`config.mk`:
```
export PLATFORM = sky130hd
export DESIGN_NAME = mem_port_arbiter
export DESIGN_NICKNAME = d
export VERILOG_FILES = /design/src/rtl/mem_port_arbiter.sv
export SDC_FILE = /design/constraint.sdc
export NUM_CORES = 1
export LEC_CHECK = 0
export ABC_CLOCK_PERIOD_IN_PS = 2600
export BUFFER_PORTS_ARGS = -buffer_cell sky130_fd_sc_hd__buf_2
export CORE_AREA = 2 2 108 110
export CTS_CLUSTER_DIAMETER = 80
export CTS_CLUSTER_SIZE = 28
export DETAILED_ROUTE_END_ITERATION = 8
export DIE_AREA = 0 0 110 112
export HOLD_SLACK_MARGIN = 0.08
export PLACE_DENSITY = 0.81
export SYNTH_ARGS = -nofsm -noshare
export SYNTH_HDL_FRONTEND = slang
export SYNTH_SLANG_ARGS = --single-unit
```
`constraint.sdc`:
```
create_clock -name clk -period 2.6 [get_ports clk]
set_clock_uncertainty 0.15 [all_clocks]
set_input_delay 0.13 -clock clk [delete_from_list [all_inputs] [get_ports clk]]
set_output_delay 0.13 -clock clk [all_outputs]
set_load 0.01 [all_outputs]
```
`src/rtl/mem_port_arbiter.sv`:
```
// mem_port_arbiter
//   Shares one unified memory port between instruction fetch and the
//   load/store path. One requester owns the port at a time. The arbiter
//   drives a request/ack handshake and returns one-cycle completion pulses
//   that the pipeline uses to stall. A fetch killed by if_flush still lets
//   its memory transaction finish, but no if_valid is reported for it.
//
// Ports
//   clk, rst_n                       core clock, async active-low reset
//   if_req/if_addr/if_flush          fetch request side
//   if_valid/if_rdata                fetch completion (pulse) and data
//   d_read/d_write/d_addr/d_wdata/d_wstrb   load/store request side
//   d_valid/d_rdata                  data completion (pulse) and load data
//   mem_req/mem_we/mem_addr/mem_wdata/mem_wstrb   memory request, held until ack
//   mem_ack/mem_rdata                memory completion and read data
//
// state     | meaning
// ----------+-------------------------------------------
// S_IDLE    | no transaction, arbitration evaluated here
// S_IF_BUSY | fetch in flight
// S_D_BUSY  | data access in flight
// S_IF_DROP | flushed fetch in flight, its ack is dropped

module mem_port_arbiter #(
  parameter int XLEN         = 32,
  parameter int MAX_DATA_RUN = 4
) (
  input  logic            clk,
  input  logic            rst_n,
  input  logic            if_req,
  input  logic [XLEN-1:0] if_addr,
  input  logic            if_flush,
  output logic            if_valid,
  output logic [XLEN-1:0] if_rdata,
  input  logic            d_read,
  input  logic            d_write,
  input  logic [XLEN-1:0] d_addr,
  input  logic [XLEN-1:0] d_wdata,
  input  logic [3:0]      d_wstrb,
  output logic            d_valid,
  output logic [XLEN-1:0] d_rdata,
  output logic            mem_req,
  output logic            mem_we,
  output logic [XLEN-1:0] mem_addr,
  output logic [XLEN-1:0] mem_wdata,
  output logic [3:0]      mem_wstrb,
  input  logic            mem_ack,
  input  logic [XLEN-1:0] mem_rdata
);

  typedef enum logic [1:0] {
    S_IDLE    = 2'd0,
    S_IF_BUSY = 2'd1,
    S_D_BUSY  = 2'd2,
    S_IF_DROP = 2'd3
  } state_e;

  localparam logic [3:0] RUN_MAX = 4'(MAX_DATA_RUN);

  state_e            state_q, state_d;
  logic [3:0]        run_q, run_d;
  logic              mem_req_q, mem_req_d;
  logic              mem_we_q, mem_we_d;
  logic [XLEN-1:0]   mem_addr_q, mem_addr_d;
  logic [XLEN-1:0]   mem_wdata_q, mem_wdata_d;
  logic [3:0]        mem_wstrb_q, mem_wstrb_d;

  logic d_pend, f_pend, grant_f, grant_d;

  always_comb begin
    d_pend      = d_read | d_write;
    f_pend      = if_req & ~if_flush;
    grant_f     = 1'b0;
    grant_d     = 1'b0;
    state_d     = state_q;
    mem_req_d   = mem_req_q;
    mem_we_d    = mem_we_q;
    mem_addr_d  = mem_addr_q;
    mem_wdata_d = mem_wdata_q;
    mem_wstrb_d = mem_wstrb_q;

    case (state_q)
      S_IDLE: begin
        // Data has priority unless it has already won RUN_MAX grants in a
        // row while the fetch was waiting.
        if (f_pend && (!d_pend || run_q == RUN_MAX)) begin
          grant_f = 1'b1;
        end else if (d_pend) begin
          grant_d = 1'b1;
        end

        if (grant_f) begin
          state_d     = S_IF_BUSY;
          mem_req_d   = 1'b1;
          mem_we_d    = 1'b0;
          mem_addr_d  = if_addr;
          mem_wdata_d = '0;
          mem_wstrb_d = 4'h0;
        end else if (grant_d) begin
          // Read and write together resolve as a write.
          state_d     = S_D_BUSY;
          mem_req_d   = 1'b1;
          mem_we_d    = d_write;
          mem_addr_d  = d_addr;
          mem_wdata_d = d_wdata;
          mem_wstrb_d = d_write ? d_wstrb : 4'h0;
        end
      end
      S_IF_BUSY: begin
        if (mem_ack) begin
          state_d   = S_IDLE;
          mem_req_d = 1'b0;
        end else if (if_flush) begin
          state_d = S_IF_DROP;
        end
      end
      S_D_BUSY, S_IF_DROP: begin
        if (mem_ack) begin
          state_d   = S_IDLE;
          mem_req_d = 1'b0;
        end
      end
      default: state_d = S_IDLE;
    endcase

    if (!if_req || grant_f) begin
      run_d = 4'd0;
    end else if (grant_d && run_q < RUN_MAX) begin
      run_d = run_q + 4'd1;
    end else begin
      run_d = run_q;
    end
  end

  always_ff @(posedge clk or negedge rst_n) begin
    if (!rst_n) begin
      state_q     <= S_IDLE;
      run_q       <= 4'd0;
      mem_req_q   <= 1'b0;
      mem_we_q    <= 1'b0;
      mem_addr_q  <= '0;
      mem_wdata_q <= '0;
      mem_wstrb_q <= 4'h0;
    end else begin
      state_q     <= state_d;
      run_q       <= run_d;
      mem_req_q   <= mem_req_d;
      mem_we_q    <= mem_we_d;
      mem_addr_q  <= mem_addr_d;
      mem_wdata_q <= mem_wdata_d;
      mem_wstrb_q <= mem_wstrb_d;
    end
  end

  // Completion is taken straight from mem_ack so the pipeline can release
  // its stall in the ack cycle.
  assign if_valid  = mem_ack & (state_q == S_IF_BUSY) & ~if_flush;
  assign d_valid   = mem_ack & (state_q == S_D_BUSY);
  assign if_rdata  = mem_rdata;
  assign d_rdata   = mem_rdata;

  assign mem_req   = mem_req_q;
  assign mem_we    = mem_we_q;
  assign mem_addr  = mem_addr_q;
  assign mem_wdata = mem_wdata_q;
  assign mem_wstrb = mem_wstrb_q;

endmodule

```
After elaboration in Yosys (flattened, before gate mapping) --
Index checks and enable logic that the tools add are counted.
Operators by class: $lt $le $gt $ge 1, multiplexer cells 28, bitwise logic cells 6, equality and inequality tests 8, reductions and logical operators 14, add/subtract/negate cells 1
Operators with widths (count):
- $mux W32 | 4
- $mux W4 | 5
- $mux W1 | 12
- $mux W2 | 5
- $ne A3 B3 Y1 const B | 2
- $pmux W2 S3 | 1
- $add A4 B1 Y4 const B | 1
- $and A1 B1 Y1 | 4
- $eq A2 B2 Y1 const B | 2
- $eq A4 B3 Y1 const B | 1
- $lt A4 B3 Y1 const B | 1
- $reduce_and A2 Y1 | 2
- $reduce_bool A2 Y1 | 2
- $reduce_and A3 Y1 | 1
- $reduce_or A3 Y1 | 1
- $eq A2 B1 Y1 const B | 1
- $logic_and A1 B1 Y1 | 2
- $logic_not A1 Y1 | 2
- $logic_not A2 Y1 | 1
- $logic_or A1 B1 Y1 | 2
- $ne A2 B1 Y1 const B | 1
- $ne A2 B2 Y1 const B | 1
- $pmux W1 S2 | 1
- $reduce_or A2 Y1 | 1
- other kinds (2) | 2
Word-level totals: register bits after elaboration 76, input bits 139

Depth between registers and ports, before layout --
Gate-level depths: netlist of run 1.
depth after elaboration 10, mapped depth 7

Worst setup path after synthesis of run 1 --
OpenSTA, ideal clock, no wires.
path kind register to register, start point register run_q[0], end point register mem_wdata_q[10] (netlist: mem_wdata[10]), arrival 1.515 ns, buffers on the path 2, path slack 0.869 ns, cell stages (with the launch flop) 8, clock period less this slack 1.731 ns, cell sequence dfrtp_1 > inv_1 > ha_1 > and3b_1 > buf_6 > a211oi_4 > buf_6 > a22o_1
On the way: word-level cells in the longest chain between the ends 7, elaborated cells between the ends (all ways) 10, classes of those cells eq/ne (1); mux (5); reduce/logical (4)
Ends and longest elaborated chain:
- start, declared | RTL line 61 | logic [3:0] run_q, run_d;
- start signal, assigned | RTL line 146 | run_q <= run_d;
- $eq A4 B3 Y1 * | RTL line 86 | if (f_pend && (!d_pend || run_q == RUN_MAX)) begin
- $logic_or A1 B1 Y1 * | RTL line 86
- $logic_and A1 B1 Y1 * | RTL line 86
- $mux W1 | RTL line 86
- $mux W1 | RTL line 82 | case (state_q)
- $reduce_bool A2 Y1 (no line)
- $reduce_and A2 Y1 (no line)
- end signal, assigned | RTL line 150 | mem_wdata_q <= mem_wdata_d;
- end, declared | RTL line 65 | logic [XLEN-1:0] mem_wdata_q, mem_wdata_d;
Mark *: on every way between the ends. The rest lies on a longest branch, timed or not. The select of a mux whose other input is x is not followed. A chain may end at the register's enable or synchronous reset.

Worst setup path in the final report of run 1 --
start point register run_q[0], end point register state_q[1]
On the way: word-level cells in the longest chain between the ends 7, elaborated cells between the ends (all ways) 11, classes of those cells eq/ne (2); mux (6); reduce/logical (3)
Ends and longest elaborated chain:
- $eq A4 B3 Y1 * | RTL line 86
- $logic_or A1 B1 Y1 * | RTL line 86
- $logic_and A1 B1 Y1 * | RTL line 86
- $mux W1 | RTL line 86
- $mux W1 | RTL line 82
- $ne A3 B3 Y1 (no line) or $mux W2 (tied branches)
- $reduce_and A3 Y1 (no line) or $pmux W2 S3 (tied branches)
- end signal, assigned | RTL line 145 | state_q <= state_d;
- end, declared | RTL line 60 | state_e state_q, state_d;
Marks and branches as above.

==> results of run 1 <==
[final timing paths]
check                      slack, ns       endpoint          start
max                             0.19     state_q[1]       run_q[0]
min                             0.11    d_rdata[16]  mem_rdata[16]
max reg2reg                     0.19     state_q[1]       run_q[0]
min reg2reg                     0.34         mem_we         mem_we
max in group asynchronous       1.35   mem_addr[28]          rst_n
min in group asynchronous       0.36  mem_wdata[16]          rst_n
[kinds of logic after synthesis]
logic type,after synthesis,share of synthesized area
adder cells (fa/ha/maj),2,0.006117
AND/OR/NAND/NOR,18,0.02632
flip-flops,76,0.4650
AO/OA/AOI/OAI,147,0.3010
buffers and inverters,139,0.2016
[layout by cell type (no fill, tap or decap), types with 2 or more instances in the layout]
cell and instances:
inv_6 2, buf_4 13, o21ai_0 3, a22o_1 36
inv_1 36, o2111ai_1 64, buf_2 177, nand3_1 2
a211oi_1 3, clkbuf_16 9, dlygate4sd3_1 104, clkinvlp_4 2
nand2_1 2, dfrtp_1 76, o211ai_1 32, a21o_1 2
ha_1 2
[synthesized netlist by cell type, types with 3 or more instances]
| cell | instances | share of area |
|---|---|---|
| o21ai_0 | 3 | 0.0037 |
| o211ai_1 | 32 | 0.059 |
| inv_1 | 36 | 0.033 |
| buf_6 | 5 | 0.014 |
| o2111ai_1 | 64 | 0.14 |
| dfrtp_1 | 76 | 0.46 |
| clkbuf_1 | 18 | 0.017 |
| a211oi_1 | 3 | 0.0055 |
| buf_4 | 67 | 0.12 |
| buf_2 | 11 | 0.013 |
| a22o_1 | 36 | 0.077 |
[cell type report]
type	count	area, um^2	area share
Timing Repair Buffer	294	2024	0.3421
Inverter	36	135.1	0.02283
Multi-Input combinational cell	167	1378	0.2328
Clock inverter	6	71.32	0.01205
Clock buffer	10	229.0	0.03869
Tap cell	143	178.9	0.03023
Sequential cell	76	1902	0.3214
[layer usage]
layer,track usage,up-vias,part of all wire
met1,0.2340,1885,0.38
met2,0.3636,254,0.49
met4,0.1013,0,0.026
met3,0.08665,36,0.098
li1,-,1807,-
met5,0.004202,-,0
[state kept, by name, indices dropped and copies added, names as in the netlist]
signal	flops
mem_addr	32
mem_req	1
mem_wdata	32
mem_we	1
mem_wstrb	4
run_q	4
state_q	2
[power breakdown]
part           switching (W)  total [W]  leakage, nW  internal (W)
registers           0.000316    0.00203        0.943       0.00171
logic                0.00121    0.00244         1.73       0.00123
clock network       0.000492    0.00124        0.140      0.000752
[worst register-to-register path: cells and delay by family, from the launching register on]
family / cells / cell delay, ns
buf+inv: 3 / 0.99
simple gates: 1 / 0.23
compound gates: 2 / 0.42
flops: 1 / 0.36
fa+ha+maj: 1 / 0.21
[metrics by stage]
| step | hold WS, ns | setup slack (ns) |
|---|---|---|
| after floorplan | -0.3156 | 0.8691 |
| after global placement | 0.1101 | 0.7527 |
| after detailed placement | 0.1101 | 0.6138 |
| after CTS | 0.1101 | 0.2065 |
| after global routing | 0.1100 | 0.07256 |
| final | 0.1100 | 0.1916 |
==> metrics.md, run 1 <==
| Metric | Value |
|---|---|
| CTS tree | done |
| Yosys warnings | 0 |
| Sequential fraction of the synthesis area | 0.4650 |
| WS Path Type | flop to flop |
| Placement Cell Area | approximately 0.0046 mm^2 |
| Fin. Hold Viols | 0 |
| First-pass GRT wire length | between 20000 and 25000 um |
| Worst-Margin Slew | around 0.94 ns |
| Synth cell types | 36 |
| Max_cap viols | 0 |
| IO Port Bufs | approximately 180 |
| ANT nets after route | 0 |
| Post-synth EDFFs | 0 |
| Period utilisation layout | 0.9263 |
| Root Buffer | clkbuf_16 |
| Total clock sinks | 76 |
| Largest net degree at the start of global routing | 77 |
| # setup viols final | 0 |
| Share of cells above drive strength 1 | 0.3599 |
| Vias in the first global route | between 4000 and 5000 |
| CTS max path bufs | 2 |
| Post-CTS sizing | 0 |
| TritonRoute pass-1 iters | 4 |
| Hold path depth | 0 |
| Critical-path top delay cell | dlygate4sd3_1 |
| HP Class | input port to primary output |
| CP Launch Type | flop |
| Cells after DPL | about 600 |
| Die height | 112 um |
| Num rows | 39 |
| Slew headroom | 0.3723 |
| WP data arrival | ~2.5 ns |
| Total Power | ~0.0057 W |
| Crit path max-delay family | buffers and inverters |
| Area Overhead vs Synth | 44.69% |
| Initial core utilization | 0.3660 |
| DRT Wirelength | 13140 um |
| Final slew viol count | 0 |
| Fill cells | around 930 |
| DRT iter0 DRCs | approximately 330 |
| GRT Util Overall | 0.2162 |
| IO Pins | around 280 |
| PD cells | ~960 mW/mm^2 |
| Die Area | approximately 0.012 mm^2 |
| Synthesized Nets | between 500 and 600 |
| Per-cell routed wire length | about 18 um |
| HPWL after DPL | ~7700 um |
| Gpl congestion | between 0.7 and 0.8 |
| Critical Path RT | 2.71 ns |
| R2R cell count | 7 |
| Clk_lat worst skew | 0.32 ns |
| Status | finished clean |
| CTS Hold Bufs | 104 |
| Clock-pin transition on the worst setup and hold timing paths | ~0.060 ns |
| CP max FO | 33 |
| Asr flop ratio synth | 1.000 |
| Crit-path cells | inv_1 > ha_1 > and3b_1 > a211oi_4 > buf_4 > o21bai_1 > dlygate4sd3_1 |
| Core Area | 0.01117 mm^2 |
| WP buf/inv | 3 |
| Via Count | ~4000 |
| Fmax achieved | 415.2 MHz |
| Pleak | about 2.8 nW |
| Nature of the critical path endpoint | flop |
| Main synth FF type | dfrtp_1 |
| Die Width | around 110 um |
| DRC | 0 |
| WP depth | 7 |
| Mapped cell area | a little over 0.004 mm^2 |
| Initial antenna violation count | 0 |
| Finished Core Util | 0.5296 |
| Setup repair after global routing missed its margin | no |
| Setup TNS | 0 ns |
| Minimum clock period | approximately 2.4 ns |
| Slowest Stage Delay on Critical Path | between 0.5 and 0.6 ns |
| Peak supply drop | 0.5279 mV |
| Cells after Synth | 382 |
| Ant diodes | 0 |
| CTS buffer count | 9 |
| Fin area | slightly below 0.006 mm^2 |
| Layout Nets | roughly 730 |
| Gr ovfl total | 0 |
| H-Tree Depth | 3 |
| Synth Area per Inst | roughly 11 um^2 |
| Cell Count, Final, Fillers Out | 732 |
| Post-synthesis register bit count | 76 |
| DR vias/cell | roughly 5.4 |
| Post-CTS setup buffers | 0 |
Note: power is estimated with default switching activity, not from simulation.
==> run 2: changes to the inputs <==
--- a/config.mk
+++ b/config.mk
@@ -5,7 +5,7 @@
 export SDC_FILE = /design/constraint.sdc
 export NUM_CORES = 1
 export LEC_CHECK = 0
-export ABC_CLOCK_PERIOD_IN_PS = 2600
+export ABC_CLOCK_PERIOD_IN_PS = 2750
 export BUFFER_PORTS_ARGS = -buffer_cell sky130_fd_sc_hd__buf_2
 export CORE_AREA = 2 2 108 110
 export CTS_CLUSTER_DIAMETER = 80
==> constraint.sdc (replaced) <==
create_clock -name clk -period 2.75 [get_ports clk]
set_clock_uncertainty 0.15 [all_clocks]
set_input_delay 0.1375 -clock clk [delete_from_list [all_inputs] [get_ports clk]]
set_output_delay 0.1375 -clock clk [all_outputs]
set_load 0.01 [all_outputs]
==> metrics.md, run 2 (synthesized netlist as in run 1, its figures left out) <==
| Metric | Value |
|---|---|
| Num rows | 39 (unchanged) |
| Fmax achieved | ~390 MHz |
| ANT nets after route | 0 (unchanged) |
| H-Tree Depth | 3 (unchanged) |
| Clock-pin transition on the worst setup and hold timing paths | 0.06 ns (about the same) |
| CTS tree | done |
| M1 GR Usage | 0.2249 (-0.009086) |
| Fin area | 0.005959 mm^2 (+0.70%) |
| CTS buffer count | 9 (unchanged) |
| Slew headroom | 0.3756 (+0.003285) |
| CTS max path bufs | 2 (unchanged) |
| Total clock sinks | 76 (unchanged) |
| Pleak | 2.836 nW (+0.96%) |
| Gpl congestion | 0.7779 (+0.14%) |
| WP data arrival | 2.70 ns (+0.18 ns) |
| Vias in the first global route | 4009 (-5.0%) |
| TritonRoute pass-1 iters | 4 (unchanged) |
| Per-cell routed wire length | 17.83 um (-0.61%) |
| Share of cells above drive strength 1 | 0.3599 (unchanged) |
| Worst-Margin Slew | 0.9367 ns (-0.004927 ns) |
| Area Overhead vs Synth | 45.70% |
| Met3 GRT Util | 0.05094 (-0.03571) |
| Nature of the critical path endpoint | flop |
| Root Buffer | clkbuf_16 |
| IO Port Bufs | 178 (unchanged) |
| Ant diodes | 0 (unchanged) |
| HP Class | input port to primary output |
| PD cells | 930.5 mW/mm^2 (-3.5%) |
| Total Power | 0.005545 W (-2.9%) |
| Minimum clock period | roughly 2.6 ns |
| Die height | 112 um (unchanged) |
| CP Launch Type | input port |
| Largest net degree at the start of global routing | 77 (unchanged) |
| DRT iter0 DRCs | 368 (+13%) |
| Peak supply drop | 0.4613 mV (-13%) |
| Setup TNS | 0 ns (unchanged) |
| DRT Wirelength | 13060 um (-0.61%) |
| Initial antenna violation count | 0 (unchanged) |
| Core Area | 0.01117 mm^2 (unchanged) |
| Fin. Hold Viols | 0 (unchanged) |
| Die Area | 0.01232 mm^2 (unchanged) |
| GRT Util Overall | 0.2075 (-0.008751) |
| Post-CTS sizing | 0 (unchanged) |
| Global route hottest layer | met2 |
| Max_cap viols | 0 (unchanged) |
| # setup viols final | 0 (unchanged) |
| Leading cell types in the layout, fill and taps excluded | buf_2 (177), dlygate4sd3_1 (104), dfrtp_1 (76) |
| Placement Cell Area | 0.004577 mm^2 (unchanged) |
| Setup repair after global routing missed its margin | no |
| IO Pins | 275 (unchanged) |
| Initial core utilization | 0.3660 (unchanged) |
| CP max FO | 20 (-39%) |
| Status | finished clean |
| WS Path Type | input port to flop |
| Die Width | 110 um (unchanged) |
| DRC | 0 (unchanged) |
| Most common cell after layout, fill and taps aside | buf_2 |
| Layout Nets | 725 (unchanged) |
| HPWL after DPL | 7862 um (+1.6%) |
| Period utilisation layout | 0.9416 |
| Gr ovfl total | 0 (unchanged) |
| First-pass GRT wire length | 19620 um (-5.6%) |
| DR vias/cell | 5.366 (-1.4%) |
| Final slew viol count | 0 (unchanged) |
| Clk_lat worst skew | 0.33 ns (about the same) |
| Met2 GRT Util | 0.3673 (+0.003681) |
| Critical Path RT | 2.86 ns (+0.15 ns) |
| Via Count | 3928 (-1.4%) |
==> run 2: repair_timing <==
action | CTS | global route
hold buffers | 104 | 0
hold endpoints to repair | 151 | 0
setup buffers | 0 | 0
setup endpoints to repair | 0 | 0
==> run 2: metrics by stage <==
step | setup slack [ns] | instances | utilization | hold slack, ns
after detailed placement | 0.7563 | 612 | 0.4096 | 0.1251
after global placement | 0.9050 | 612 | 0.4096 | 0.1251
after CTS | 0.2396 | 732 | 0.5333 | 0.1251
final | 0.1606 | 732 | 0.5333 | 0.1250
after floorplan | 1.019 | 382 | - | -0.3081
after global routing | 0.1180 | 732 | 0.5333 | 0.1250
==> run 2: final timing paths <==
kind / to / cells past startpoint / slack [ns] / start
worst max-delay path: mem_addr[21] / 7 / 0.16 / if_req
worst min-delay path: d_rdata[16] / 0 / 0.13 / mem_rdata[16]
worst max register to register: state_q[1] / 7 / 0.35 / run_q[0]
worst min register to register: mem_we / 1 / 0.34 / mem_we
max in group asynchronous: run_q[3] / 2 / 1.50 / rst_n
min in group asynchronous: mem_wdata[17] / 2 / 0.35 / rst_n
==> run 2: critical path, cell delays in order <==
cell and delay [ns]:
dlygate4sd3_1 0.52, buf_2 0.11, nor2b_2 0.64, buf_4 0.39, o2111ai_1 0.17, o211ai_1 0.13
dlygate4sd3_1 0.58
==> run 2: power by group <==
group / internal (W) / total (W) / switching (W)
Combinational: 0.00117 / 0.00230 / 0.00113
Clock: 0.000888 / 0.00134 / 0.000449
Sequential: 0.00162 / 0.00191 / 0.000294
Total: 0.00367 / 0.00555 / 0.00187
==> run 2: routing by layer <==
layer | wire length (um) | up-vias
met5 | 0 | -
li1 | - | 1794
met3 | 1068 | 33
met2 | 6484 | 213
met1 | 5148 | 1888
met4 | 353 | 0
==> run 2: final cells by class <==
cell class                 instances  area [um^2]
clock buffer                      10        229.0
clock inverter                     6        112.6
fill                             930         5215
inverter                          36        135.1
multi-input combinational        167         1378
sequential                        76         1902
tap                              143        178.9
timing repair buffer             294         2024
